[config.mk]
export PLATFORM = sky130hd
export DESIGN_NAME = pattern_rx
export DESIGN_NICKNAME = d
export VERILOG_FILES = /design/src/rtl/pattern_rx.sv
export SDC_FILE = /design/constraint.sdc
export NUM_CORES = 1
export LEC_CHECK = 0
export BUFFER_PORTS_ARGS = -buffer_cell sky130_fd_sc_hd__buf_4
export CELL_PAD_IN_SITES_DETAIL_PLACEMENT = 1
export CELL_PAD_IN_SITES_GLOBAL_PLACEMENT = 1
export CORE_UTILIZATION = 25
export DETAILED_ROUTE_END_ITERATION = 8
export GPL_TIMING_DRIVEN = 0
export MAX_ROUTING_LAYER = met4
export PLACE_DENSITY = 0.61
export SLEW_MARGIN = 10
export SYNTH_ARGS = -nofsm -noshare
export SYNTH_HDL_FRONTEND = slang
export SYNTH_SLANG_ARGS = --single-unit
[constraint.sdc]
create_clock -name in_clk -period 3.14 [get_ports in_clk]
set_clock_uncertainty 0.1 [all_clocks]
set_input_delay 0.314 -clock in_clk [delete_from_list [all_inputs] [get_ports in_clk]]
set_output_delay 0.314 -clock in_clk [all_outputs]
set_load 0.01 [all_outputs]
[src/rtl/pattern_rx.sv]
// Serial "101" pattern receiver: a pattern is accepted only after a run of at
// least QUIET_MIN idle (low) samples, and is then held until acknowledged.
module pattern_rx #(
  parameter int QUIET_MIN = 6,
  parameter int CNT_BITS  = 8
) (
  input  logic                in_clk,
  input  logic                in_rst,
  input  logic                in_enable,
  input  logic                in_data,
  input  logic                in_ack,
  output logic                out_valid,
  output logic                out_err,
  output logic                out_busy,
  output logic [CNT_BITS-1:0] out_count,
  output logic [2:0]          out_state
);

  typedef enum logic [2:0] {
    ST_QUIET    = 3'd0,
    ST_GOT_ONE  = 3'd1,
    ST_GOT_ZERO = 3'd2,
    ST_VALID    = 3'd3
  } state_e;

  localparam logic [7:0] QMIN = 8'(QUIET_MIN);

  state_e              state_q, state_d;
  logic [7:0]          qctr_q, qctr_d;
  logic                valid_q, valid_d;
  logic                err_q, err_d;
  logic                busy_q, busy_d;
  logic [CNT_BITS-1:0] count_q, count_d;

  // NOTE: every variable gets a default at the top so no path leaves it unassigned (no latch).
  always_comb begin
    state_d = state_q;
    qctr_d  = qctr_q;
    valid_d = valid_q;
    err_d   = 1'b0;
    count_d = count_q;

    unique case (state_q)
      ST_QUIET: begin
        if (!in_enable) begin
          qctr_d = 8'd0;
        end else if (!in_data) begin
          qctr_d = (qctr_q == QMIN) ? qctr_q : qctr_q + 8'd1;
        end else if (qctr_q == QMIN) begin
          state_d = ST_GOT_ONE;
          qctr_d  = 8'd0;
        end else begin
          qctr_d = 8'd0;
        end
      end

      ST_GOT_ONE: begin
        if (!in_enable) begin
          state_d = ST_QUIET;
          qctr_d  = 8'd0;
        end else if (!in_data) begin
          state_d = ST_GOT_ZERO;
        end else begin
          state_d = ST_QUIET;
          qctr_d  = 8'd0;
          err_d   = 1'b1;
        end
      end

      ST_GOT_ZERO: begin
        if (!in_enable) begin
          state_d = ST_QUIET;
          qctr_d  = 8'd0;
        end else if (in_data) begin
          state_d = ST_VALID;
          valid_d = 1'b1;
          if (count_q != '1) count_d = count_q + {{(CNT_BITS-1){1'b0}}, 1'b1};
        end else begin
          // The mismatching zero is itself the first sample of a new quiet run.
          state_d = ST_QUIET;
          qctr_d  = 8'd1;
          err_d   = 1'b1;
        end
      end

      ST_VALID: begin
        if (in_ack) begin
          state_d = ST_QUIET;
          qctr_d  = 8'd0;
          valid_d = 1'b0;
        end
      end

      default: begin
        state_d = ST_QUIET;
        qctr_d  = 8'd0;
        valid_d = 1'b0;
      end
    endcase

    busy_d = (state_d == ST_GOT_ONE) || (state_d == ST_GOT_ZERO);
  end

  // NOTE: sequential state uses non-blocking assignments so all flops update together.
  always_ff @(posedge in_clk) begin
    if (in_rst) begin
      state_q <= ST_QUIET;
      qctr_q  <= 8'd0;
      valid_q <= 1'b0;
      err_q   <= 1'b0;
      busy_q  <= 1'b0;
      count_q <= '0;
    end else begin
      state_q <= state_d;
      qctr_q  <= qctr_d;
      valid_q <= valid_d;
      err_q   <= err_d;
      busy_q  <= busy_d;
      count_q <= count_d;
    end
  end

  assign out_valid = valid_q;
  assign out_err   = err_q;
  assign out_busy  = busy_q;
  assign out_count = count_q;
  assign out_state = state_q;

endmodule

After elaboration in Yosys (flattened, before gate mapping)
Cells that the tools add are included.
{"block": "totals", "latch_bits": 0, "inputBits": 5, "mem_bits_rw": 0, "elab_cells": 55, "mem_bits_ro": 0, "n_memories": 0, "regBits": 22}
{"block": "op_classes", "bitwise_logic": 1, "div": 0, "n_mux": 27, "magnitude_cmp": 0, "shifts": 0, "n_reduce_logical": 6, "add_sub_neg": 2, "mul": 0, "n_eq_ne": 13}
{"operator": "$mux 8", "n": 8}
{"operator": "$pmux 8 s4", "n": 1}
{"operator": "$add 8x1->8 const B", "n": 2}
{"operator": "$mux 3", "n": 4}
{"operator": "$pmux 3 s4", "n": 1}
{"operator": "$reduce_and 4->1", "n": 3}
{"operator": "$eq 3x2->1 const B", "n": 3}
{"operator": "$eq 8x3->1 const B", "n": 1}
{"operator": "$mux 2", "n": 4}
{"operator": "$ne 8x8->1 const B", "n": 1}
{"operator": "$mux 1", "n": 7}
{"operator": "$eq 3x1->1 const B", "n": 2}
{"operator": "$ne 2x2->1 const B", "n": 3}
{"operator": "$ne 3x3->1 const B", "n": 2}
{"operator": "$ne 4x4->1 const B", "n": 1}
{"operator": "$logic_not 3->1", "n": 1}
{"operator": "$pmux 1 s3", "n": 1}
{"operator": "$pmux 1 s2", "n": 1}
{"operator": "$reduce_or 2->1", "n": 1}
{"operator": "$logic_or 1x1->1", "n": 1}
{"operator": "$not 1->1", "n": 1}

Longest topological paths before layout
Gate-level depths: netlist (run 1).
{"block": "depth", "ltp_word": 7, "depth_mapped": 6}

Worst setup path before layout (run 1)
No wires, ideal clock.
{"block": "synth_timing", "path_type": "register to register", "from": "register state_q[2] (netlist: out_state[2])", "to": "register qctr_q[3]", "required_ns": 2.966, "period_less_slack_ns": 1.782, "slack_ns": 1.358, "arrival_ns": 1.607, "n_path_buf": 1, "stages_incl_launch_ff": 5, "path_cell_list": "dfxtp_1 -> buf_2 -> or4b_4 -> or4_1 -> a31oi_1"}
{"block": "synth_between", "elab_chain_cells": 3, "elab_cells_between_ends": 10, "classes_between": "7 x eq/ne; 1 x mux; 2 x reduce/logical"}
{"element": "from (decl)", "line": "28", "source": "state_e state_q, state_d;"}
{"element": "from (signal assigned)", "line": "114", "source": "state_q <= state_d;"}
{"element": "$eq 3x2->1, or another cell as far along", "line": "43", "source": "unique case (state_q)"}
{"element": "$ne 3x3->1 (no line), or another cell as far along"}
{"element": "$reduce_and 4->1 (no line)"}
{"element": "to (signal assigned)", "line": "115", "source": "qctr_q <= qctr_d;"}
{"element": "to (decl)", "line": "29", "source": "logic [7:0] qctr_q, qctr_d;"}
Several ways; a longest one is shown, not always the timed one.
A chain may end at the register's enable or synchronous reset.

Worst setup path after layout (run 1)
{"block": "layout_timing", "from": "register state_q[0] (netlist: out_state[0])", "to": "register qctr_q[0]"}
Same word-level chain as after synthesis.

==> results of run 1 <==
-- layer usage --
layer	GRT usage (%)	vias to the layer above	share of wire, %
met5	-	-	0
met4	2.61	0	0.57
met3	3.31	2	3.4
met2	24.6	18	50
met1	17.0	561	46
li1	-	585	-
-- cell families after synthesis --
logic type               share of synthesized area (%)
AO/OA/AOI/OAI                                     20.2
other                                            0.301
buffers and inverters                             5.92
XOR/XNOR                                          1.40
adder cells (fa/ha/maj)                           4.01
AND/OR/NAND/NOR                                   28.9
multiplexers                                      4.01
flip-flops                                        35.3
-- power by group through the flow --
stage          Combinational, W  Clock [W]  Sequential [W]
2_1_floorplan         0.0000193          0        0.000288
3_3_place_gp          0.0000304          0        0.000288
3_5_place_dp          0.0000310          0        0.000288
4_1_cts               0.0000311   0.000219        0.000281
5_1_grt               0.0000343   0.000232        0.000282
6_report              0.0000310   0.000207        0.000281
-- flip-flops by register name (all words and copies together) (netlist names) --
| name | flops |
|---|---|
| out_state | 3 |
| out_err | 1 |
| out_valid | 1 |
| qctr_q | 8 |
| out_count | 8 |
| out_busy | 1 |
-- area by class of cell --
class / instances / share of cell area [%]
Timing Repair Buffer: 16 / 7.97
Multi-Input combinational cell: 111 / 48.7
Sequential cell: 22 / 29.2
Inverter: 11 / 2.74
Tap cell: 67 / 5.56
Buffer: 6 / 2.16
Clock buffer: 4 / 3.65
-- metrics by stage --
stage	hold WS (ns)	power (W)
floorplan	0.362	0.000308
detailed placement	0.394	0.000319
CTS	0.311	0.000532
global placement	0.379	0.000318
finish	0.326	0.000520
global route	0.323	0.000548
-- critical path, stage by stage (launching register included) --
cell      delay, ns
dfxtp_1        0.38
clkbuf_1       0.36
nand2b_1       0.14
a211oi_1       0.73
a21oi_1        0.13
o211a_1        0.25
-- placed cells by master (no fill, tap or decap), drive strengths merged, types with 7 or more instances in the layout --
master and count:
a211oi 7, buf 19, clkbuf 7, dfxtp 22
inv 11, nand2 13, nand2b 7, nor2 10
-- path summary, 6_finish.rpt --
path           startpoint           end  slack [ns]  depth (start not counted)
max          out_state[0]     qctr_q[0]        0.95                          5
min               in_data  out_state[1]        0.33                          3
max reg2reg  out_state[0]     qctr_q[0]        0.95                          5
min reg2reg     qctr_q[1]     qctr_q[1]        0.40                          2
==> flow_results.org, run 1 <==
** Pwr
- P_sw :: between 0.0001 and 0.00015 W
- Per report_power, the clock group accounts for between 30 and 40% of the total.
- Share of power burned in combinational logic :: under 10%
- Sequential share of power :: a little over half
- VDD sags by at most ~0.22 mV.
- Internal power comes to 0.000404 W.
- Share of total power consumed by net switching :: roughly 22%
- In this run the static leakage power is just over 0.5 nW.
- In this run the power density over the cells is around 350 mW/mm^2.

** CTS
- CTS saw 22 sinks.
- Maximum buffer depth of the clock tree :: 2
- In this run the clock root is driven by a clkbuf_8.
- In this run the number of H-tree levels came out at 1.
- CTS tree :: built
- After clock tree synthesis, the clock-pin slew on the worst setup and hold paths is 0.08 ns.
- Counting the buffers created by CTS gives 3.
- Gates resized during post-CTS repair numbered 0.
- Clock latency at the later pin of the worst-skew pair :: about 0.27 ns
- The number of hold buffers added after CTS was 0.
- Once the clock tree was built, the setup fixing pass inserted 0 buffers.

** Final layout
- In the final layout, flip-flops and latches occupy 440 um^2.
- Synth-to-layout area growth :: 20.8%
- The finished cells cover ~0.0015 mm^2.
- Fraction of the core area covered by cells at the end of the flow :: 31.7%
- Filler Cells Inserted :: 593
- The final layout contains 180 nets.
- Fraction of layout cells with a size suffix above 1 :: 15.3%
- Area of combinational cells with multiple inputs :: between 700 and 800 um^2
- For this run, the number of standard cells in the final layout without fillers is around 240.
- The repair_antennas step left the layout with diodes totalling 0.

** Global route
- Across every metal layer, demand over resource in global routing totals ~14%.
- The initial antenna violation count is 0.
- The first global-routing pass estimated approximately 5.7 mm of wire.
- Via count of the first global-routing pass :: ~1,200
- Entering global routing, the biggest net connects 13 pins.
- Global routing finished with a remaining overflow of 0.

** Placed design
- Number of placed instances, taps included :: between 200 and 250
- Post-DP HPWL :: approximately 2.6 mm
- At the placement stage, the worst setup path has a slack of around 0.99 ns.
- Final weighted congestion in routability-driven placement :: 0.770
- Port buffering added 16 buffers.
- Placed standard-cell area :: ~0.0015 mm^2

** Synthesis
- Sorting the synthesized cells by area gives the leading types as dfxtp_1, a211oi_1, ha_1.
- The number of nets handed over by synthesis was 159.
- The biggest area contributor in the post-synthesis netlist is dfxtp_1.
- Most frequent cell after synthesis :: dfxtp_1
- Proportion of netlist area held by the largest area contributor :: around a third
- Syn_area_per_cell :: about 8.3 um^2
- The share of the Yosys chip area taken by registers is about a third.
- Of all flip-flops after synthesis, the portion carrying an async set or reset was 0%.
- The synthesized design contains 22 register bits.
- The number of different library cells used by synthesis comes to 42.
- Synthesis produced a netlist whose cell count is 150.
- Leading cell types by count after synthesis :: dfxtp_1, nand2_1, inv_1
- Total number of yosys warnings :: 0
- Most frequently used flop master after synthesis :: dfxtp_1
- The synthesized design contains 0 enable-type register cells.
- After synthesis the cells add up to between 0.001 and 0.0015 mm^2.

** STA
- Top achievable clock speed :: around 460 MHz
- Fraction of the cycle the final worst path needs :: a little over two thirds
- Final-report setup violation count :: 0
- At the pin with the least slew margin, the transition time is slightly below 0.9 ns.
- The total count of max-transition violations in the final report came to 0.
- The routed design could run at a clock period as short as between 2 and 2.5 ns.
- Unrepaired setup endpoints after global routing :: false
- Across all setup checks in the final design, the least slack found is 0.949 ns.
- Hold Fails Final Rpt :: 0
- Total negative slack :: 0 ns
- Max-Slew Margin vs Limit :: slightly above 40%

** Routing
- Post-detailed-routing wire length :: ~3.3 mm
- After detailed routing, the number of vias per cell comes to 4.92.
- In the routed design, unresolved DRC markers number 0.
- The detailed router placed approximately 1,200 vias in this run.
- DRT antenna net count :: 0
- Detailed router's first-iteration violation count :: 30
- TritonRoute pass-1 iters :: 4
- After detailed routing, the average wire length per cell comes to ~14 um.

** Die
- The die is approximately 73 um tall.
- Starting Density :: between 20% and 30%
- I/O Pins :: 19
- DIE WIDTH :: roughly 73 um
- The total area inside the core boundary comes to about 0.0048 mm^2.
- Die ar. :: ~0.0053 mm^2
- Number of standard-cell rows in the floorplan :: 25

** Run status
- The run finished with clean final reports.

** Critical path
- Crit path required time :: about 3.2 ns
- In this run the worst path has a maximum fanout of 10.
- Crit path launch type :: register
- Critical path class :: reg2reg
- Crit. End Element :: register
- Data on the critical path arrives at its endpoint at between 2 and 2.5 ns.

** Job
- Number of violations of the max-capacitance limit :: 0

** Worst hold path
- The worst hold path belongs to the class in2reg.
No activity file was read; power rests on OpenSTA's default activity.
==> run 2: changes to the inputs <==
--- a/config.mk
+++ b/config.mk
@@ -12,7 +12,7 @@
 export DETAILED_ROUTE_END_ITERATION = 8
 export GPL_TIMING_DRIVEN = 0
 export MAX_ROUTING_LAYER = met4
-export PLACE_DENSITY = 0.61
+export PLACE_DENSITY = 0.63
 export SLEW_MARGIN = 10
 export SYNTH_ARGS = -nofsm -noshare
 export SYNTH_HDL_FRONTEND = slang
==> constraint.sdc (replaced) <==
create_clock -name in_clk -period 2 [get_ports in_clk]
set_clock_uncertainty 0.1 [all_clocks]
set_input_delay 0.2 -clock in_clk [delete_from_list [all_inputs] [get_ports in_clk]]
set_output_delay 0.2 -clock in_clk [all_outputs]
set_load 0.01 [all_outputs]
==> flow_results.org, run 2 (synthesized netlist as in run 1, its figures left out) <==
** STA
- Max-Slew Margin vs Limit :: 63.9% (+23 points)
- The measured slew at the worst slew-check pin was 0.541 ns (-0.335 ns).
- The total negative slack for setup checks is 0 ns (unchanged).
- Top achievable clock speed :: 527 MHz (+16%)
- The count of endpoints failing hold in the final timing report came to 0 (unchanged).
- The minimum hold slack was 0.189 ns (-0.137 ns).
- The final setup violation count came to 0 (unchanged).
- The minimum period implied by the final worst setup slack came to 1.90 ns (-0.294 ns).
- Setup repair after global routing left no endpoint under its margin.
- Fraction of the cycle the final worst path needs :: 94.9% (+25 points)
- The total count of max-transition violations in the final report was 0 (unchanged).

** Pwr
- The leakage power total is 0.541 nW (+4.6%).
- The total power density per cell area is 582 mW/mm^2 (+69%).
- The maximum ir drop on the vdd rail was 0.408 mV (+81%).

** Routing
- The number of detailed-route iterations in the first pass came to 4 (unchanged).
- Post-detailed-routing wire length :: 3.43 mm (+2.6%)
- The post-route antenna net violation count came to 0 (unchanged).
- The via count came to 1,224 (+5.0%).
- Detailed router's first-iteration violation count :: 41 (+37%)
- The detailed-route vias per instance is 5.16 (+5.0%).
- The remaining routing DRC violations is 0 (unchanged).
- Routed wirelength normalized by instance count :: 14.5 um (+2.6%)

** Critical path
- STA classifies the critical path startpoint as a register.
- The critical path goes through clkbuf_2 -> nand3b_1 -> or3_4 -> or3_1 -> a21oi_1.
- Top Family by Delay on Critical Path :: simple AND/OR/NAND/NOR gates
- Number of cell instances on the worst register-to-register path :: 5 (unchanged)
- The setup path with the least slack is of type reg2reg.
- Crit. End Element :: register
- Bufs and invs on worst path :: 1 (unchanged)
- R2r setup slk :: 0.10 ns (-0.85 ns)
- The number of gates on the worst path with buffers counted came to 5 (unchanged).
- Data arrival at the endpoint of the critical path :: 2.00 ns (-0.26 ns)
- Crit path max fanout :: 10 (unchanged)
- Delay of the slowest cell on the worst path :: 0.42 ns (-0.31 ns)
- R2r startpoint :: out_state[0]
- On the critical path, the stage with the largest delay is an instance of or3_4.
- The critical path starts at out_state[0].
- CP Capture Point :: out_count[3]
- Capturing point of the worst reg2reg path :: out_count[3]
- The required time of the worst setup path was 2.10 ns (-1.11 ns).

** Final layout
- The count of non-filler cells in the finished layout came to 237 (unchanged).
- Most frequent cells in the layout :: dfxtp_1, buf_4, nand2_1, inv_1, nor2_1
- Synth-to-layout area growth :: 27.0%
- The share of cells above drive strength 1 is 18.8% (+3.5 points).
- Diodes inserted :: 0 (unchanged)
- Total non-filler cell area in the finished layout :: 0.00158 mm^2 (+5.1%)
- The share of the core filled with cells came to 33.3% (+1.6 points).
- The library cell used most frequently in the layout, excluding fill and tap cells, is dfxtp_1.
- Final Net Count :: 180 (unchanged)
- Filler Cells Inserted :: 584 (-1.5%)

** Global route
- Via count of the first global-routing pass :: 1,239 (+2.1%)
- The initial antenna violation count is 0 (unchanged).
- Wire length of the first global-routing pass :: 5.89 mm (+2.8%)
- The aggregate global-route resource usage was 14.6% (+0.38 points).
- The residual overflow from global routing came to 0 (unchanged).
- The largest net degree at the start of global routing is 14 (+1).

** Die
- The width of the die is 72.6 um (unchanged).
- The die outline area came to 0.00528 mm^2 (unchanged).
- The height of the die came to 72.6 um (unchanged).
- The row count is 25 (unchanged).
- I/O Pins :: 19 (unchanged)
- Area of the core :: 0.00475 mm^2 (unchanged)
- The initial standard-cell utilization of the core was 26.2% (unchanged).

** CTS
- The clock transition time at the flip-flop clock pins of the worst setup and hold paths came to 0.09 ns (about the same).
- Num CTS Buffers :: 3 (unchanged)
- The tree is rooted in a clkbuf_8.
- The maximum clock path buffer count came to 2 (unchanged).
- The deepest level of the CTS H-tree came to 1 (unchanged).
- Number of buffers inserted by post-CTS setup repair :: 0 (unchanged)
- CTS tree :: built
- The clock latency reported for the late side of the worst-skew pair is 0.27 ns (about the same).
- The number of clock sinks came to 22 (unchanged).
- The hold buffer count at cts was 0 (unchanged).

** Placed design
- The cell count after placement came to 233 (unchanged).
- The HPWL after detailed placement came to 2.57 mm (+0.58%).
- The number of input and output port buffers inserted is 16 (unchanged).
- Final weighted congestion in routability-driven placement :: 0.798 (+3.6%)
- The post-place instance area is 0.00145 mm^2 (unchanged).

** Worst hold path
- The path class of the tightest hold or removal check is in2reg.

** Job
- The max capacitance violation total is 0 (unchanged).

** Run status
- Run status :: finished, final reports clean
==> run 2: cell types whose count changed in the layout (fill, tap and decap cells not counted), sizes merged <==
cell,previous run,this run
bufinv,0,1
buf,19,18
==> run 2: how the worst min path moves through the flow <==
| stage | from | to | depth (start not counted) |
|---|---|---|---|
| 5_1_grt | in_enable | out_err | 3 |
| 3_5_place_dp | qctr_q[1] | qctr_q[1] | 2 |
| 2_1_floorplan | in_enable | out_valid | 3 |
| 6_report | in_enable | out_err | 3 |
| 3_3_place_gp | qctr_q[1] | qctr_q[1] | 2 |
| 4_1_cts | in_data | out_busy | 4 |
==> run 2: stage by stage <==
step	setup slack, ns	total power (W)
after CTS	0.0346	0.000933
final	0.103	0.000923
after global routing	0.00225	0.000962
after global placement	-0.0902	0.000499
after floorplan	0.218	0.000483
after detailed placement	-0.141	0.000501
==> run 2: cell type report <==
cell class	instances	area [um^2]	area share [%]
tap	67	83.8	5.29
inverter	11	41.3	2.61
multi-input combinational	111	791	49.9
buffer	6	36.3	2.29
timing repair buffer	16	120	7.58
clock inverter	1	30.0	1.90
clock buffer	3	41.3	2.61
sequential	22	440	27.8
==> run 2: power by group <==
group	switching [W]	internal, W	leakage, nW
Sequential	0.00000172	0.000440	0.178
Combinational	0.0000342	0.0000205	0.327
Clock	0.000158	0.000268	0.0357
Total	0.000194	0.000728	0.541
==> run 2: per-layer routing <==
layer	up-vias	routed length (um)	track usage (%)
met1	621	1530	17.6
met3	2	82	3.31
met2	13	1800	24.5
met5	-	0	-
li1	588	-	-
met4	0	22	3.92
==> run 2: repair_timing <==
item	CTS	global route
gates resized for setup	3	9
pin swaps	0	0
endpoints found under the setup margin	7	8
gates cloned	0	0
==> run 2: worst min-delay path: stages <==
cell      delay, ns
buf_4          0.15
nand2b_4       0.11
nor4_1         0.06
==> run 3: changes to the inputs <==
--- a/config.mk
+++ b/config.mk
@@ -5,7 +5,7 @@
 export SDC_FILE = /design/constraint.sdc
 export NUM_CORES = 1
 export LEC_CHECK = 0
-export BUFFER_PORTS_ARGS = -buffer_cell sky130_fd_sc_hd__buf_4
+export BUFFER_PORTS_ARGS = -buffer_cell sky130_fd_sc_hd__buf_2
 export CELL_PAD_IN_SITES_DETAIL_PLACEMENT = 1
 export CELL_PAD_IN_SITES_GLOBAL_PLACEMENT = 1
 export CORE_UTILIZATION = 25
==> flow_results.org, run 3 (synthesized netlist as in run 1, its figures left out) <==
** Die
- The row count was 25 (unchanged).
- The initial standard-cell utilization of the core is 26.2% (unchanged).
- The count of boundary I/O pins came to 19 (unchanged).
- Vertical die dimension :: 72.6 um (unchanged)
- The area of the core was 0.00475 mm^2 (unchanged).
- The die outline area came to 0.00528 mm^2 (unchanged).
- The width of the die was 72.6 um (unchanged).

** Critical path
- R2r setup slk :: 0.11 ns (about the same)
- The maximum fanout encountered on the critical timing path came to 10 (unchanged).
- Data arrival at the endpoint of the critical path :: 1.99 ns (about the same)
- Critical path class :: reg2reg
- The most critical setup path has its startpoint at out_state[1].
- Crit. End Element :: register
- The worst register-to-register path begins at out_state[1].
- STA classifies the critical path startpoint as a register.
- The required time of the worst setup path came to 2.10 ns (about the same).

** Worst hold path
- The startpoint identified for the worst hold timing path is in_data.
- The tightest min-delay check is of the in2reg type.

** Routing
- The remaining routing DRC violations came to 0 (unchanged).
- Post-detailed-routing wire length :: 3.48 mm (+1.4%)
- The violation count after the first detailed-routing iteration was 17 (-59%).
- The via count is 1,209 (-1.2%).
- The detailed-route vias per instance came to 5.08 (-1.6%).
- The post-route antenna net violation count is 0 (unchanged).
- The number of detailed-route iterations in the first pass came to 4 (unchanged).
- The routed wire length per instance is 14.6 um (+1.0%).

** Final layout
- Diodes inserted :: 0 (unchanged)
- Leaving out fill and tap cells, the most frequent cell in the layout is dfxtp_1.
- The area growth from synthesis to layout is 23.5%.
- The count of non-filler cells in the finished layout came to 238 (+0.42%).
- Final Net Count :: 181 (+0.56%)
- The share of the core filled with cells was 32.4% (-0.92 points).
- Total non-filler cell area in the finished layout :: 0.00154 mm^2 (-2.8%)
- In the layout the commonest cells are dfxtp_1, buf_2, nand2_1, inv_1, nor2_1.
- Fraction of layout cells with a size suffix above 1 :: 20.5% (+1.6 points)

** Placed design
- The post-place instance area was 0.00141 mm^2 (-2.8%).
- The global placer's final weighted congestion was 0.805 (+0.89%).
- The setup slack at placement came to -0.176 ns (-0.0345 ns).
- Number of placed instances, taps included :: 233 (unchanged)
- The number of input and output port buffers inserted was 16 (unchanged).
- The HPWL after detailed placement came to 2.64 mm (+2.8%).

** STA
- The count of endpoints failing hold in the final timing report came to 0 (unchanged).
- The total count of max-transition violations in the final report was 0 (unchanged).
- The highest achievable clock rate is 528 MHz (+0.24%).
- Worst-margin pin slew :: 0.564 ns (+0.0225 ns)
- Max-Slew Margin vs Limit :: 62.4% (-1.5 points)
- Fraction of the cycle the final worst path needs :: 94.6% (-0.23 points)
- Total negative slack :: 0 ns (unchanged)
- The worst setup slack after layout came to 0.108 ns (+0.00455 ns).
- Unrepaired setup endpoints after global routing :: false
- Final-report setup violation count :: 0 (unchanged)
- Minimum period implied by the final worst setup slack :: 1.89 ns (-0.00455 ns)

** CTS
- Post-CTS clock slew at the launch and capture registers of the worst setup and hold paths :: 0.09 ns (about the same)
- The maximum clock path buffer count came to 2 (unchanged).
- The tree is rooted in a clkbuf_8.
- The clock latency reported for the late side of the worst-skew pair came to 0.27 ns (about the same).
- CTS tree :: built
- Clock sink count :: 22 (unchanged)
- The number of CTS-inserted buffers was 3 (unchanged).
- The deepest level of the CTS H-tree is 1 (unchanged).

** Global route
- Met3 Use GR :: 3.31% (unchanged)
- Via count of the first global-routing pass :: 1,303 (+5.2%)
- The met2 track demand over resource in global routing is 27.4% (+2.9 points).
- The aggregate global-route resource usage was 15.0% (+0.43 points).
- Top Usage Layer GRT :: met2
- Met1 usage :: 16.3% (-1.3 points)
- The wire length of the first global-routing pass was 5.97 mm (+1.4%).
- Leftover overflow at the end of global routing :: 0 (unchanged)
- The initial antenna violation count is 0 (unchanged).
- Largest net degree at the start of global routing :: 14 (unchanged)

** Pwr
- The maximum ir drop on the vdd rail was 0.321 mV (-21%).
- The switching power summed over all nets was 0.000187 W (-4.0%).
- The sequential share of power came to 48.4% (+0.5 points).
- The total power density per cell area came to 592 mW/mm^2 (+1.7%).
- Leakage component of the power :: 0.541 nW (about the same)
- Share of total power consumed by net switching :: 20.5% (-0.61 points)
- Internal power :: 0.000725 W (-0.38%)
- The clock network fraction of total power came to 45.9% (-0.3 points).
- Share of power burned in combinational logic :: 5.7% (-0.2 points)

** Run status
- Run status :: finished, final reports clean

** Job
- Number of violations of the max-capacitance limit :: 0 (unchanged)
==> run 3: final timing paths <==
check / endpoint / depth (start not counted)
worst max-delay path: out_count[3] / 5
worst min-delay path: out_busy / 4
worst max register to register: out_count[3] / 5
worst min register to register: qctr_q[5] / 2
==> run 3: power groups by stage <==
| stage | clock, W | sequential [W] | combinational (W) |
|---|---|---|---|
| after floorplan | 0 | 0.000453 | 0.0000303 |
| after global placement | 0 | 0.000452 | 0.0000452 |
| after detailed placement | 0 | 0.000452 | 0.0000476 |
| after CTS | 0.000437 | 0.000442 | 0.0000501 |
| after global routing | 0.000453 | 0.000442 | 0.0000568 |
| final | 0.000419 | 0.000442 | 0.0000517 |
==> run 3: critical path: stages, from the launching register on <==
cell,delay [ns]
dfxtp_1,0.39
buf_2,0.24
nand3b_1,0.17
or3_1,0.43
or3_1,0.36
a21oi_1,0.13
==> run 3: cell type report <==
| type | instances | area (um^2) |
|---|---|---|
| timing repair buffer | 17 | 87.6 |
| clock buffer | 3 | 41.3 |
| sequential | 22 | 440 |
| multi-input combinational | 111 | 782 |
| buffer | 6 | 33.8 |
| inverter | 11 | 41.3 |
| clock inverter | 1 | 30.0 |
| tap | 67 | 83.8 |
| fill | 583 | 3210 |
==> run 3: repair_timing <==
item / CTS / global route
setup buffers: 0 / 1
endpoints found under the setup margin: 9 / 11
pin swaps: 0 / 2
hold buffers: 0 / 0
resized for setup: 3 / 9
hold endpoints to repair: 0 / 0
==> run 3: through the flow <==
| step | hold slack (ns) | power, W |
|---|---|---|
| final | 0.234 | 0.000912 |
| after floorplan | 0.331 | 0.000483 |
| after global routing | 0.260 | 0.000952 |
| after global placement | 0.379 | 0.000497 |
| after detailed placement | 0.398 | 0.000500 |
| after CTS | 0.216 | 0.000929 |
==> run 3: routing by layer <==
metal	vias up	part of all wire, %
met5	-	0
met4	0	1.2
met3	4	2.6
met2	18	52
met1	591	44
li1	596	-
